==> config.mk <==
export PLATFORM = sky130hd
export DESIGN_NAME = load_store_unit
export DESIGN_NICKNAME = d
export VERILOG_FILES = /design/src/rtl/load_store_unit.sv
export SDC_FILE = /design/constraint.sdc
export NUM_CORES = 1
export LEC_CHECK = 0
export CORE_MARGIN = 3
export CORE_UTILIZATION = 46
export CTS_CLUSTER_DIAMETER = 30
export DETAILED_ROUTE_END_ITERATION = 10
export HOLD_SLACK_MARGIN = 0.12
export PLACE_DENSITY_LB_ADDON = 0.3
export SLEW_MARGIN = 20
export SYNTH_ARGS = -nofsm -noshare
export SYNTH_HDL_FRONTEND = slang
export SYNTH_SLANG_ARGS = --single-unit
==> constraint.sdc <==
create_clock -name clk -period 2.4 [get_ports clk]
set_input_delay 0.48 -clock clk [delete_from_list [all_inputs] [get_ports clk]]
set_output_delay 0.48 -clock clk [all_outputs]
set_load 0.02 [all_outputs]
==> src/rtl/load_store_unit.sv <==
// rtl/load_store_unit.sv - RISC-V load/store unit with optional split of misaligned accesses
module load_store_unit #(
  parameter int XLEN             = 32,
  parameter bit SPLIT_MISALIGNED = 1'b1
) (
  input  logic              clk,
  input  logic              rst_n,
  input  logic              req_valid,
  output logic              req_ready,
  input  logic              req_store,
  input  logic [2:0]        funct3,
  input  logic [XLEN-1:0]   addr,
  input  logic [XLEN-1:0]   wdata,
  output logic              resp_valid,
  output logic [XLEN-1:0]   resp_data,
  output logic              resp_fault,
  output logic              mem_req,
  output logic              mem_we,
  output logic [XLEN-1:0]   mem_addr,
  output logic [XLEN/8-1:0] mem_be,
  output logic [XLEN-1:0]   mem_wdata,
  input  logic [XLEN-1:0]   mem_rdata,
  input  logic              mem_ready
);

  localparam int NB   = XLEN / 8;
  localparam int OFFW = $clog2(NB);

  localparam logic [1:0] IDLE  = 2'd0;
  localparam logic [1:0] BEAT0 = 2'd1;
  localparam logic [1:0] BEAT1 = 2'd2;
  localparam logic [1:0] RESP  = 2'd3;

  // Access size in bytes from the low two funct3 bits.
  function automatic logic [3:0] size_of(input logic [2:0] f3);
    case (f3[1:0])
      2'd0:    return 4'd1;
      2'd1:    return 4'd2;
      2'd2:    return 4'd4;
      default: return 4'd8;
    endcase
  endfunction

  // Doubleword and unsigned-word codes exist only on a 64-bit bus; unsigned codes never store.
  function automatic logic legal_of(input logic [2:0] f3, input logic st);
    case (f3)
      3'b000, 3'b001, 3'b010: return 1'b1;
      3'b100, 3'b101:         return !st;
      3'b011:                 return (XLEN == 64);
      3'b110:                 return (XLEN == 64) && !st;
      default:                return 1'b0;
    endcase
  endfunction

  // True when the access runs past the end of its bus word.
  function automatic logic crosses(input logic [OFFW-1:0] off, input logic [3:0] sz);
    return ({1'b0, 4'(off)} + {1'b0, sz}) > 5'(NB);
  endfunction

  logic [1:0]      state;
  logic [XLEN-1:0] addr_q;
  logic [XLEN-1:0] wdata_q;
  logic [XLEN-1:0] rdata0_q;
  logic [XLEN-1:0] result_q;
  logic [2:0]      funct3_q;
  logic            store_q;
  logic            mis_q;
  logic            fault_q;

  logic            acc_mis;
  logic            acc_fault;
  logic [OFFW-1:0] off_q;
  logic [3:0]      cur_size;
  logic [2*NB-1:0] mask_wide;
  logic [2*NB-1:0] be_wide;
  logic [2*XLEN-1:0] data_wide;
  logic [XLEN-1:0] rd_lo;
  logic [XLEN-1:0] rd_hi;
  logic [XLEN-1:0] raw;
  logic            sign_bit;
  logic [XLEN-1:0] ext;
  logic [XLEN-1:0] load_result;
  logic [XLEN-1:0] base_addr;

  // Classify the incoming request so the accept cycle can pick fault or memory path.
  always_comb begin
    acc_mis   = crosses(addr[OFFW-1:0], size_of(funct3));
    acc_fault = !legal_of(funct3, req_store) || (acc_mis && !SPLIT_MISALIGNED);
  end

  // Store lane placement: size mask and data shifted into a two-word window by the byte offset.
  always_comb begin
    off_q     = addr_q[OFFW-1:0];
    cur_size  = size_of(funct3_q);
    mask_wide = '0;
    for (int i = 0; i < 2 * NB; i++) begin
      if (i < int'(cur_size)) mask_wide[i] = 1'b1;
    end
    be_wide   = mask_wide << off_q;
    data_wide = {{XLEN{1'b0}}, wdata_q} << {off_q, 3'b000};
  end

  // Load assembly: beat0 bytes from the held copy (or the bus during BEAT0), beat1 bytes above them.
  always_comb begin
    rd_lo = (state == BEAT0) ? mem_rdata : rdata0_q;
    rd_hi = (state == BEAT1) ? mem_rdata : '0;
    raw   = XLEN'({rd_hi, rd_lo} >> {off_q, 3'b000});
    case (cur_size)
      4'd1:    sign_bit = raw[7];
      4'd2:    sign_bit = raw[15];
      4'd4:    sign_bit = raw[31];
      default: sign_bit = raw[XLEN-1];
    endcase
    ext = '0;
    for (int i = 0; i < XLEN; i++) begin
      if (i < int'(cur_size) * 8) ext[i] = raw[i];
      else                        ext[i] = !funct3_q[2] && sign_bit;
    end
    load_result = store_q ? '0 : ext;
  end

  // Control FSM and latched request; reset abandons any transaction in flight.
  always_ff @(posedge clk or negedge rst_n) begin
    if (!rst_n) begin
      state    <= IDLE;
      addr_q   <= '0;
      wdata_q  <= '0;
      rdata0_q <= '0;
      result_q <= '0;
      funct3_q <= '0;
      store_q  <= 1'b0;
      mis_q    <= 1'b0;
      fault_q  <= 1'b0;
    end else begin
      case (state)
        IDLE: begin
          if (req_valid) begin
            addr_q   <= addr;
            wdata_q  <= wdata;
            funct3_q <= funct3;
            store_q  <= req_store;
            mis_q    <= acc_mis;
            fault_q  <= acc_fault;
            result_q <= '0;
            state    <= acc_fault ? RESP : BEAT0;
          end
        end
        BEAT0: begin
          if (mem_ready) begin
            rdata0_q <= mem_rdata;
            if (mis_q) begin
              state <= BEAT1;
            end else begin
              result_q <= load_result;
              state    <= RESP;
            end
          end
        end
        BEAT1: begin
          if (mem_ready) begin
            result_q <= load_result;
            state    <= RESP;
          end
        end
        default: state <= IDLE;
      endcase
    end
  end

  // Bus and response outputs decode from state so reset clears them without a clock.
  always_comb begin
    base_addr  = {addr_q[XLEN-1:OFFW], {OFFW{1'b0}}};
    req_ready  = (state == IDLE);
    resp_valid = (state == RESP);
    resp_fault = resp_valid && fault_q;
    resp_data  = resp_valid ? result_q : '0;
    mem_req    = (state == BEAT0) || (state == BEAT1);
    mem_we     = mem_req && store_q;
    mem_addr   = '0;
    mem_be     = '0;
    mem_wdata  = '0;
    if (state == BEAT0) begin
      mem_addr = base_addr;
      if (store_q) begin
        mem_be    = be_wide[NB-1:0];
        mem_wdata = data_wide[XLEN-1:0];
      end else begin
        mem_be = '1;
      end
    end else if (state == BEAT1) begin
      mem_addr = base_addr + XLEN'(NB);
      if (store_q) begin
        mem_be    = be_wide[2*NB-1:NB];
        mem_wdata = data_wide[2*XLEN-1:XLEN];
      end else begin
        mem_be = '1;
      end
    end
  end

endmodule

=== Word-level counts from Yosys, hierarchy flattened ===
Cells that the tools add are included.

* Register bits after elaboration: 136
* Input bits: 104
* Output and inout bits: 105

* Add/sub/neg operators: 2
* Order comparisons: 41
* Equal/unequal tests: 17
* Shift operators: 3
* Muxes and demuxes: 69
* Reduce and logical (&&, ||, !) cells: 18

{| class="wikitable"
|+ Operators with widths
! operator !! count
|-
| 32-bit 2-to-1 mux || 14
|-
| 5-bit by 7-bit < comparator with 1-bit output (first input constant) || 16
|-
| 32-bit case mux with 3 select lines || 1
|-
| 32-bit by 5-bit << shifter with 64-bit output || 1
|-
| 64-bit by 5-bit right shift with 32-bit output || 1
|-
| 4-bit by 7-bit < comparator with 1-bit output (first input constant) || 8
|-
| 1-bit 2-to-1 mux || 41
|-
| 32-bit by 3-bit adder with 32-bit output (second input constant) || 1
|-
| 3-bit by 7-bit < comparator with 1-bit output (first input constant) || 4
|-
| 4-bit case mux with 3 select lines || 2
|-
| 3-bit by 4-bit < comparator with 1-bit output (first input constant) || 4
|-
| 4-bit 2-to-1 mux || 4
|-
| 1-bit by 7-bit < comparator with 1-bit output (first input constant) || 2
|-
| 2-bit by 7-bit < comparator with 1-bit output (first input constant) || 2
|-
| 2-bit equality test (second input constant) || 4
|-
| 1-bit by 4-bit < comparator with 1-bit output (first input constant) || 2
|-
| 2-bit by 4-bit < comparator with 1-bit output (first input constant) || 2
|-
| 2-bit 2-to-1 mux || 4
|-
| 2-bit != test (second input constant) || 4
|-
| 8-bit by 2-bit << shifter with 8-bit output || 1
|-
| 2-bit by 1-bit equality test with 1-bit output (second input constant) || 3
|-
| 3-bit equality test (second input constant) || 2
|-
| 2-bit zero test || 3
|-
| 2-bit case mux with 3 select lines || 1
|-
| other kinds (17) || 23
|}

=== Logic depth before layout (Yosys ltp) ===
Gate-level depths: netlist of the first run.

* Depth after elaboration: 10
* Mapped depth: 10
* Depth with buffers taken out: 8

=== Worst setup path after synthesis of the first run ===
OpenSTA, ideal clock, no wires.

* Path type: register -> output
* Start point: register state[0]
* End point: output port mem_wdata[7]
* Arrival time: 2.586 ns
* Data required time: 1.920 ns
* Setup slack: -0.666 ns
* Cell stages (with the launch flop): 8
* Path buffers: 1
* Cells stage by stage: dfrtp_1 -> inv_1 -> ha_1 -> clkbuf_1 -> inv_1 -> nor2_1 -> a21oi_1 -> a2111oi_0

* Word-level cells in the longest chain between the ends: 3
* Elaborated cells between the ends (all ways): 4
* Classes of those cells: eq/ne (2); mux (2)

{| class="wikitable"
|+ RTL lines
! item !! line !! text
|-
| start, declared || 60 || <nowiki>logic [1:0] state;</nowiki>
|-
| start signal, assigned || 145 || <nowiki>state <= acc_fault ? RESP : BEAT0;</nowiki>
|-
| 2-bit equality test || 190 || <nowiki>end else if (state == BEAT1) begin</nowiki>
|-
| 32-bit 2-to-1 mux || 190 ||
|-
| 32-bit 2-to-1 mux * || 182 || <nowiki>if (state == BEAT0) begin</nowiki>
|-
| end, declared || 21 || <nowiki>output logic [XLEN-1:0] mem_wdata,</nowiki>
|}

Every way passes the cells marked *; elsewhere a longest branch is shown, timed or not.

=== Worst setup path after layout of the first run ===
* Start point: register state[0]
* End point: output port mem_addr[21]

* Word-level cells in the longest chain between the ends: 3
* Elaborated cells between the ends (all ways): 4
* Classes of those cells: eq/ne (2); mux (2)

{| class="wikitable"
|+ RTL lines
! item !! line !! text
|-
| 2-bit equality test || 190 ||
|-
| 32-bit 2-to-1 mux || 190 ||
|-
| 32-bit 2-to-1 mux * || 182 ||
|-
| end, declared || 19 || <nowiki>output logic [XLEN-1:0] mem_addr,</nowiki>
|}

Marked as above.

==> flow_metrics.py, run 1 <==
metrics = {
    "sta": {
        "fmax_mhz": 324,
        "skew_ps": 7.88,
        "period_needed_ps": 3090,
        "hold_ws_ps": 478,
        "final-hold-violation-count": 0,
        "drv_slew": 0,
        "fin_ws_ps": -690,
        "rsz0062_at_grt": "true",
        "finalSetupViolations": 134,
        "finalCritPeriodShare_pct": 129,
    },
    "pwr": {
        "irDropWorstVdd_mv": 0.987,
        "pwr-share-clk_pct": 12.2,
        "p_per_area_nw_per_um2": 1560,
        "leakage_nw": 6.38,
        "seqPwrFrac_pct": 19.1,
        "combPwrFrac_pct": 68.7,
        "p_int_mw": 12.6,
        "netSwitchingFraction_pct": 43.9,
        "p_sw_mw": 9.90,
    },
    "yosys": {
        "synth_edf_count": 0,
        "yosys.area.top_type": "dfrtp_1",
        "yosys_warnings": 0,
        "ys_types": 61,
        "synth_top_area_share_pct": 38.9,
        "synth_area_um2": 8750,
        "synth_area_leaders": "dfrtp_1, mux2_2, mux2i_1",
        "ys_ff_latch": 136,
        "avgSynthCellArea_um2": 9.79,
        "synth_seq_area_share_pct": 38.9,
        "synthArstFlopShare_pct": 100,
        "postSynthCellCount": 894,
        "synthFlopType": "dfrtp_1",
    },
    "grt": {
        "antenna_found_initial": 2,
        "grt_max_degree": 48,
        "grt_pass1_wl_um": 49100,
        "overflow": 0,
        "grt_pass1_vias": 9027,
        "track_usage_pct": 30.3,
    },
    "clock_network": {
        "path_clk_slew_ps": 60,
        "cts_tree": "yes",
        "clk_latency_ps": 440,
        "cts_inserted_buffers": 17,
        "cts_max_level": 4,
        "cts.sinks": 136,
        "cts-root-buf": "clkbuf_16",
        "cts_buffer_depth": 2,
    },
    "setup_path": {
        "critPathRequiredTime_ps": 1920,
        "crit_arrival_ps": 2610,
        "worstSetupStartpointType": "flip-flop",
        "critPathMaxFanout": 5,
        "path_class": "reg2out",
        "critPathCaptureType": "output port",
    },
    "drt": {
        "wl_um": 35300,
        "ant_nets": 0,
        "via_per_inst": 6.19,
        "dr.pass1.iters": 8,
        "drc": 0,
        "via_count": 9383,
        "drt-initial-drc-count": 839,
        "wl_per_cell_um": 23.3,
    },
    "placed_design": {
        "hpwl_um": 20700,
        "place_inst": 1429,
        "io_buffers": 206,
        "gp_congestion": 0.899,
    },
    "run": {
        "cap_violations": 0,
    },
    "cells_and_area": {
        "finalNonFillerCells": 1516,
        "final_common_cell": "buf_4",
        "nNetsFinal": 1383,
        "fillCellCount": 989,
        "drive_above_1_share_pct": 50.3,
        "area_growth_pct": 65.4,
        "final_cell_mix": "buf_4, dfrtp_1, mux2_2, clkdlybuf4s50_1, buf_6",
    },
    "floorplan": {
        "ios": 209,
        "die_w_um": 144,
        "design.core.area_um2": 18300,
        "start_util_pct": 47.7,
        "rows": 49,
        "die-area_um2": 20700,
        "die_h_um": 144,
    },
    "run_status": {
        "status": "finished, violations left",
        "violations": "negative setup slack",
    },
    "worst_hold_path": {
        "worstHoldPathType": "reg2reg",
    },
}
-- cell usage after synthesis, types with 3 or more instances --
cell,count
o41ai_1,3
nor2_1,53
o21ai_0,53
nor2b_1,4
o31ai_1,12
a21o_1,4
mux2_2,108
or2_2,5
o311ai_0,3
a21oi_1,27
a2111oi_0,8
ha_1,6
mux2i_1,67
xnor2_1,5
o211ai_1,8
a22oi_1,10
or4_1,7
nand3_1,16
mux4_2,12
nand2b_1,12
a31oi_1,4
o22ai_1,18
dfrtp_1,136
clkbuf_1,50
and2_1,52
nor3_1,6
nand4_1,20
or3_1,7
a41o_1,4
buf_2,10
inv_1,20
a21boi_0,5
buf_4,4
buf_1,7
a211oi_1,15
nor4_1,7
nand2_1,75
-- routing by layer --
| layer | global-route usage [%] | vias to the layer above | part of all wire, % |
|---|---|---|---|
| li1 | - | 4045 | - |
| met1 | 38.5 | 4580 | 37 |
| met2 | 50.0 | 601 | 49 |
| met3 | 6.19 | 155 | 8.5 |
| met4 | 13.6 | 2 | 5.2 |
| met5 | 0 | - | 0.051 |
-- flip-flops by register name (all words and copies together) (netlist names) --
register and count:
result_q 32, mis_q 1, rdata0_q 32, addr_q 32
funct3_q 3, wdata_q 32, store_q 1, state 2
fault_q 1
-- final cells by class --
class | instances | area (um^2) | area share, %
antenna | 2 | 5.00 | 0.0346
multi-input combinational | 667 | 6130 | 42.3
clock buffer | 22 | 464 | 3.21
timing repair buffer | 429 | 3960 | 27.3
sequential | 136 | 3410 | 23.5
inverter | 21 | 83.8 | 0.579
tap | 229 | 287 | 1.98
clock inverter | 10 | 144 | 0.994
-- path summary, 6_finish.rpt --
| kind | startpoint | endpoint | slack [ps] | depth (start not counted) |
|---|---|---|---|---|
| hold / removal | result_q[5] | result_q[5] | 480 | 2 |
| max in group asynchronous | rst_n | addr_q[0] | 1150 | 3 |
| min in group asynchronous | rst_n | result_q[2] | 560 | 2 |
| hold reg to reg | result_q[5] | result_q[5] | 480 | 2 |
| setup reg to reg | state[0] | result_q[15] | -180 | 12 |
| setup / recovery | state[0] | mem_addr[21] | -690 | 6 |
-- critical path: stages, from the launching register on --
cell and delay (ps):
dfrtp_1 440, ha_4 200, nand3b_1 190, or4_4 510
or4_4 580, a21oi_4 130, buf_6 120
-- kinds of logic after synthesis --
logic type	after synthesis	share of synthesized area, %
AO/OA/AOI/OAI	185	13.7
AND/OR/NAND/NOR	279	16.6
buffers and inverters	94	4.52
XOR/XNOR	5	0.500
multiplexers	187	24.6
adder cells (fa/ha/maj)	7	1.09
flip-flops	136	38.9
other	1	0.0429
-- metrics by stage --
step	setup WS, ps	setup TNS, ps	instance area [um^2]	utilization [%]	power (mW)
6_report	-690	-33810	14500	79.0	22.5
5_1_grt	-735	-39430	14500	79.0	23.4
3_5_place_dp	-655	-38840	12700	69.2	16.3
2_1_floorplan	-240	-3530	9300	-	11.5
3_3_place_gp	-637	-35590	12700	69.2	16.0
4_1_cts	-639	-19350	13800	75.3	20.3
-- power by group through the flow --
stage	clock network, mW	logic [mW]	registers [mW]
detailed placement	0	12.2	4.16
CTS	2.74	13.4	4.16
global placement	0	11.9	4.10
finish	2.75	15.5	4.31
floorplan	0	7.46	4.00
global route	2.86	16.2	4.40
-- what timing repair did --
| action | CTS | global route |
|---|---|---|
| gates resized for setup | 620 | 120 |
| setup buffers | 26 | 29 |
| hold endpoints to repair | 43 | 0 |
| cloned | 3 | 5 |
| hold buffers | 1 | 0 |
| pin swaps | 32 | 51 |
| setup endpoints to repair | 135 | 112 |
Power figures use the tool's default switching activity.
==> run 2: changes to the inputs <==
--- a/config.mk
+++ b/config.mk
@@ -11,6 +11,7 @@
 export DETAILED_ROUTE_END_ITERATION = 10
 export HOLD_SLACK_MARGIN = 0.12
 export PLACE_DENSITY_LB_ADDON = 0.3
+export SETUP_SLACK_MARGIN = 0.02
 export SLEW_MARGIN = 20
 export SYNTH_ARGS = -nofsm -noshare
 export SYNTH_HDL_FRONTEND = slang
==> flow_metrics.py, run 2 (same netlist as run 1, synthesis figures left out) <==
metrics = {
    "run_status": {
        "status": "finished, violations left",
        "violations": "negative setup slack",
    },
    "grt": {
        "grt_pass1_wl_um": 48600,
        "grt_pass1_vias": 9157,
        "antenna_found_initial": 1,
        "grt_max_degree": 56,
        "track_usage_pct": 30.0,
        "overflow": 0,
    },
    "run": {
        "cap_violations": 0,
    },
    "cells_and_area": {
        "fillCellCount": 913,
        "final_common_cell": "buf_4",
        "area_growth_pct": 69.3,
        "finalNonFillerCells": 1528,
        "drive_above_1_share_pct": 52.0,
        "nNetsFinal": 1395,
        "final_cell_mix": "buf_4, dfrtp_1, mux2_2, clkdlybuf4s50_1, buf_6",
    },
    "clock_network": {
        "cts_tree": "yes",
        "cts-root-buf": "clkbuf_16",
        "clk_latency_ps": 440,
        "cts_buffer_depth": 2,
        "cts_inserted_buffers": 17,
        "cts_max_level": 4,
        "cts.sinks": 136,
        "path_clk_slew_ps": 70,
    },
    "floorplan": {
        "die_w_um": 144,
        "die-area_um2": 20700,
        "rows": 49,
        "ios": 209,
        "start_util_pct": 47.7,
        "die_h_um": 144,
        "design.core.area_um2": 18300,
    },
    "worst_hold_path": {
        "worstHoldPathType": "reg2reg",
        "min_path_cells": 2,
        "holdPathEnd": "result_q[30]",
        "hold_path.startpoint": "result_q[30]",
    },
    "sta": {
        "finalSetupViolations": 100,
        "fin_ws_ps": -863,
        "period_needed_ps": 3260,
        "worstMarginPinSlew_ps": 598,
        "rsz0062_at_grt": "true",
        "slew_headroom_pct": 60.0,
        "drv_slew": 0,
        "setup_tns_ps": -44020,
        "fmax_mhz": 306,
        "finalCritPeriodShare_pct": 136,
        "final-hold-violation-count": 0,
        "skew_ps": 10.9,
    },
    "setup_path": {
        "slowest_delay_ps": 490,
        "r2r_slack_ps": -510,
        "worstSetupStartpointType": "flip-flop",
        "crit_arrival_ps": 2780,
        "cp_common_cell": "or4_4",
        "crit_path_top_delay_cell": "or4_4",
        "critPathMaxFanout": 7,
        "reg2reg_to": "result_q[24]",
        "cp_cell_sequence": "inv_2 > ha_4 > nand3b_1 > or4_4 > buf_8 > or4_4 > a21oi_4 > buf_6",
        "path_class": "reg2out",
        "r2r-start": "state[1]",
        "critPathCaptureType": "output port",
        "r2r_cells": 11,
        "critPathRequiredTime_ps": 1920,
    },
    "pwr": {
        "leakage_nw": 6.51,
        "p_per_area_nw_per_um2": 1610,
        "irDropWorstVdd_mv": 0.856,
    },
    "drt": {
        "via_per_inst": 6.63,
        "highest_layer": "met4",
        "met2_length_um": 19000,
        "wl_per_cell_um": 27.4,
        "via_count": 10100,
        "wl_um": 41800,
        "dr_wl_met3_um": 4640,
        "met1Wirelength_um": 14400,
        "ant_nets": 0,
        "drc": 0,
        "drt-initial-drc-count": 1153,
        "dr.pass1.iters": 6,
    },
    "placed_design": {
        "gp_congestion": 0.888,
        "io_buffers": 206,
        "place_inst": 1426,
        "hpwl_um": 20600,
    },
}
run 2: how the worst max path moves through the flow:
stage	start	end	slack, ps
floorplan	state[1]	mem_addr[21]	-240
global placement	state[1]	mem_addr[21]	-600
detailed placement	state[1]	mem_addr[21]	-660
CTS	state[0]	mem_addr[16]	-650
global route	state[0]	mem_addr[21]	-890
finish	state[1]	mem_addr[21]	-860
run 2: cell type report:
cell class	count	area (um^2)	share of cell area [%]
diodes	2	5.00	0.0338
flip-flops and latches	136	3410	23.0
repair buffers	442	4230	28.5
inverters	21	83.8	0.566
well taps	229	287	1.93
clock inverters	13	170	1.15
multi-input cells	666	6210	41.9
clock buffers	19	433	2.92
run 2: where the power goes:
group          leakage (nW)  switching (mW)  internal (mW)  total [mW]
registers              1.66            1.08           3.39        4.47
clock network         0.285            1.16           1.65        2.81
logic                  4.57            8.67           7.92        16.6
run 2: what timing repair did:
item	4_1_cts	5_1_grt
pin swaps	25	73
buffers inserted	16	46
cloned	3	8
hold buffers	1	0
setup endpoints to repair	132	113
gates resized for setup	560	201
endpoints found under the hold margin	52	0
run 2: through the flow:
stage	total power [mW]	setup slack (ps)	hold WS (ps)	cell area [um^2]	utilization [%]
4_1_cts	20.1	-654	485	13800	75.0
5_1_grt	24.5	-894	518	14800	80.8
2_1_floorplan	11.4	-240	184	9290	-
3_5_place_dp	16.4	-657	471	12700	69.1
3_3_place_gp	16.1	-601	459	12700	69.1
6_report	23.9	-863	498	14800	80.8
run 2: worst max-delay path, delay by kind of cell (launching register included):
kind            cells  cell delay [ps]
compound gates      1              140
buf+inv             3              390
flops               1              390
simple gates        3             1210
fa+ha+maj           1              210
run 2: per-layer routing:
layer  GRT usage [%]  up-vias
met5               0        -
met4            15.1        0
met3            6.89      337
met2            48.4      914
met1            38.0     4819
li1                -     4061
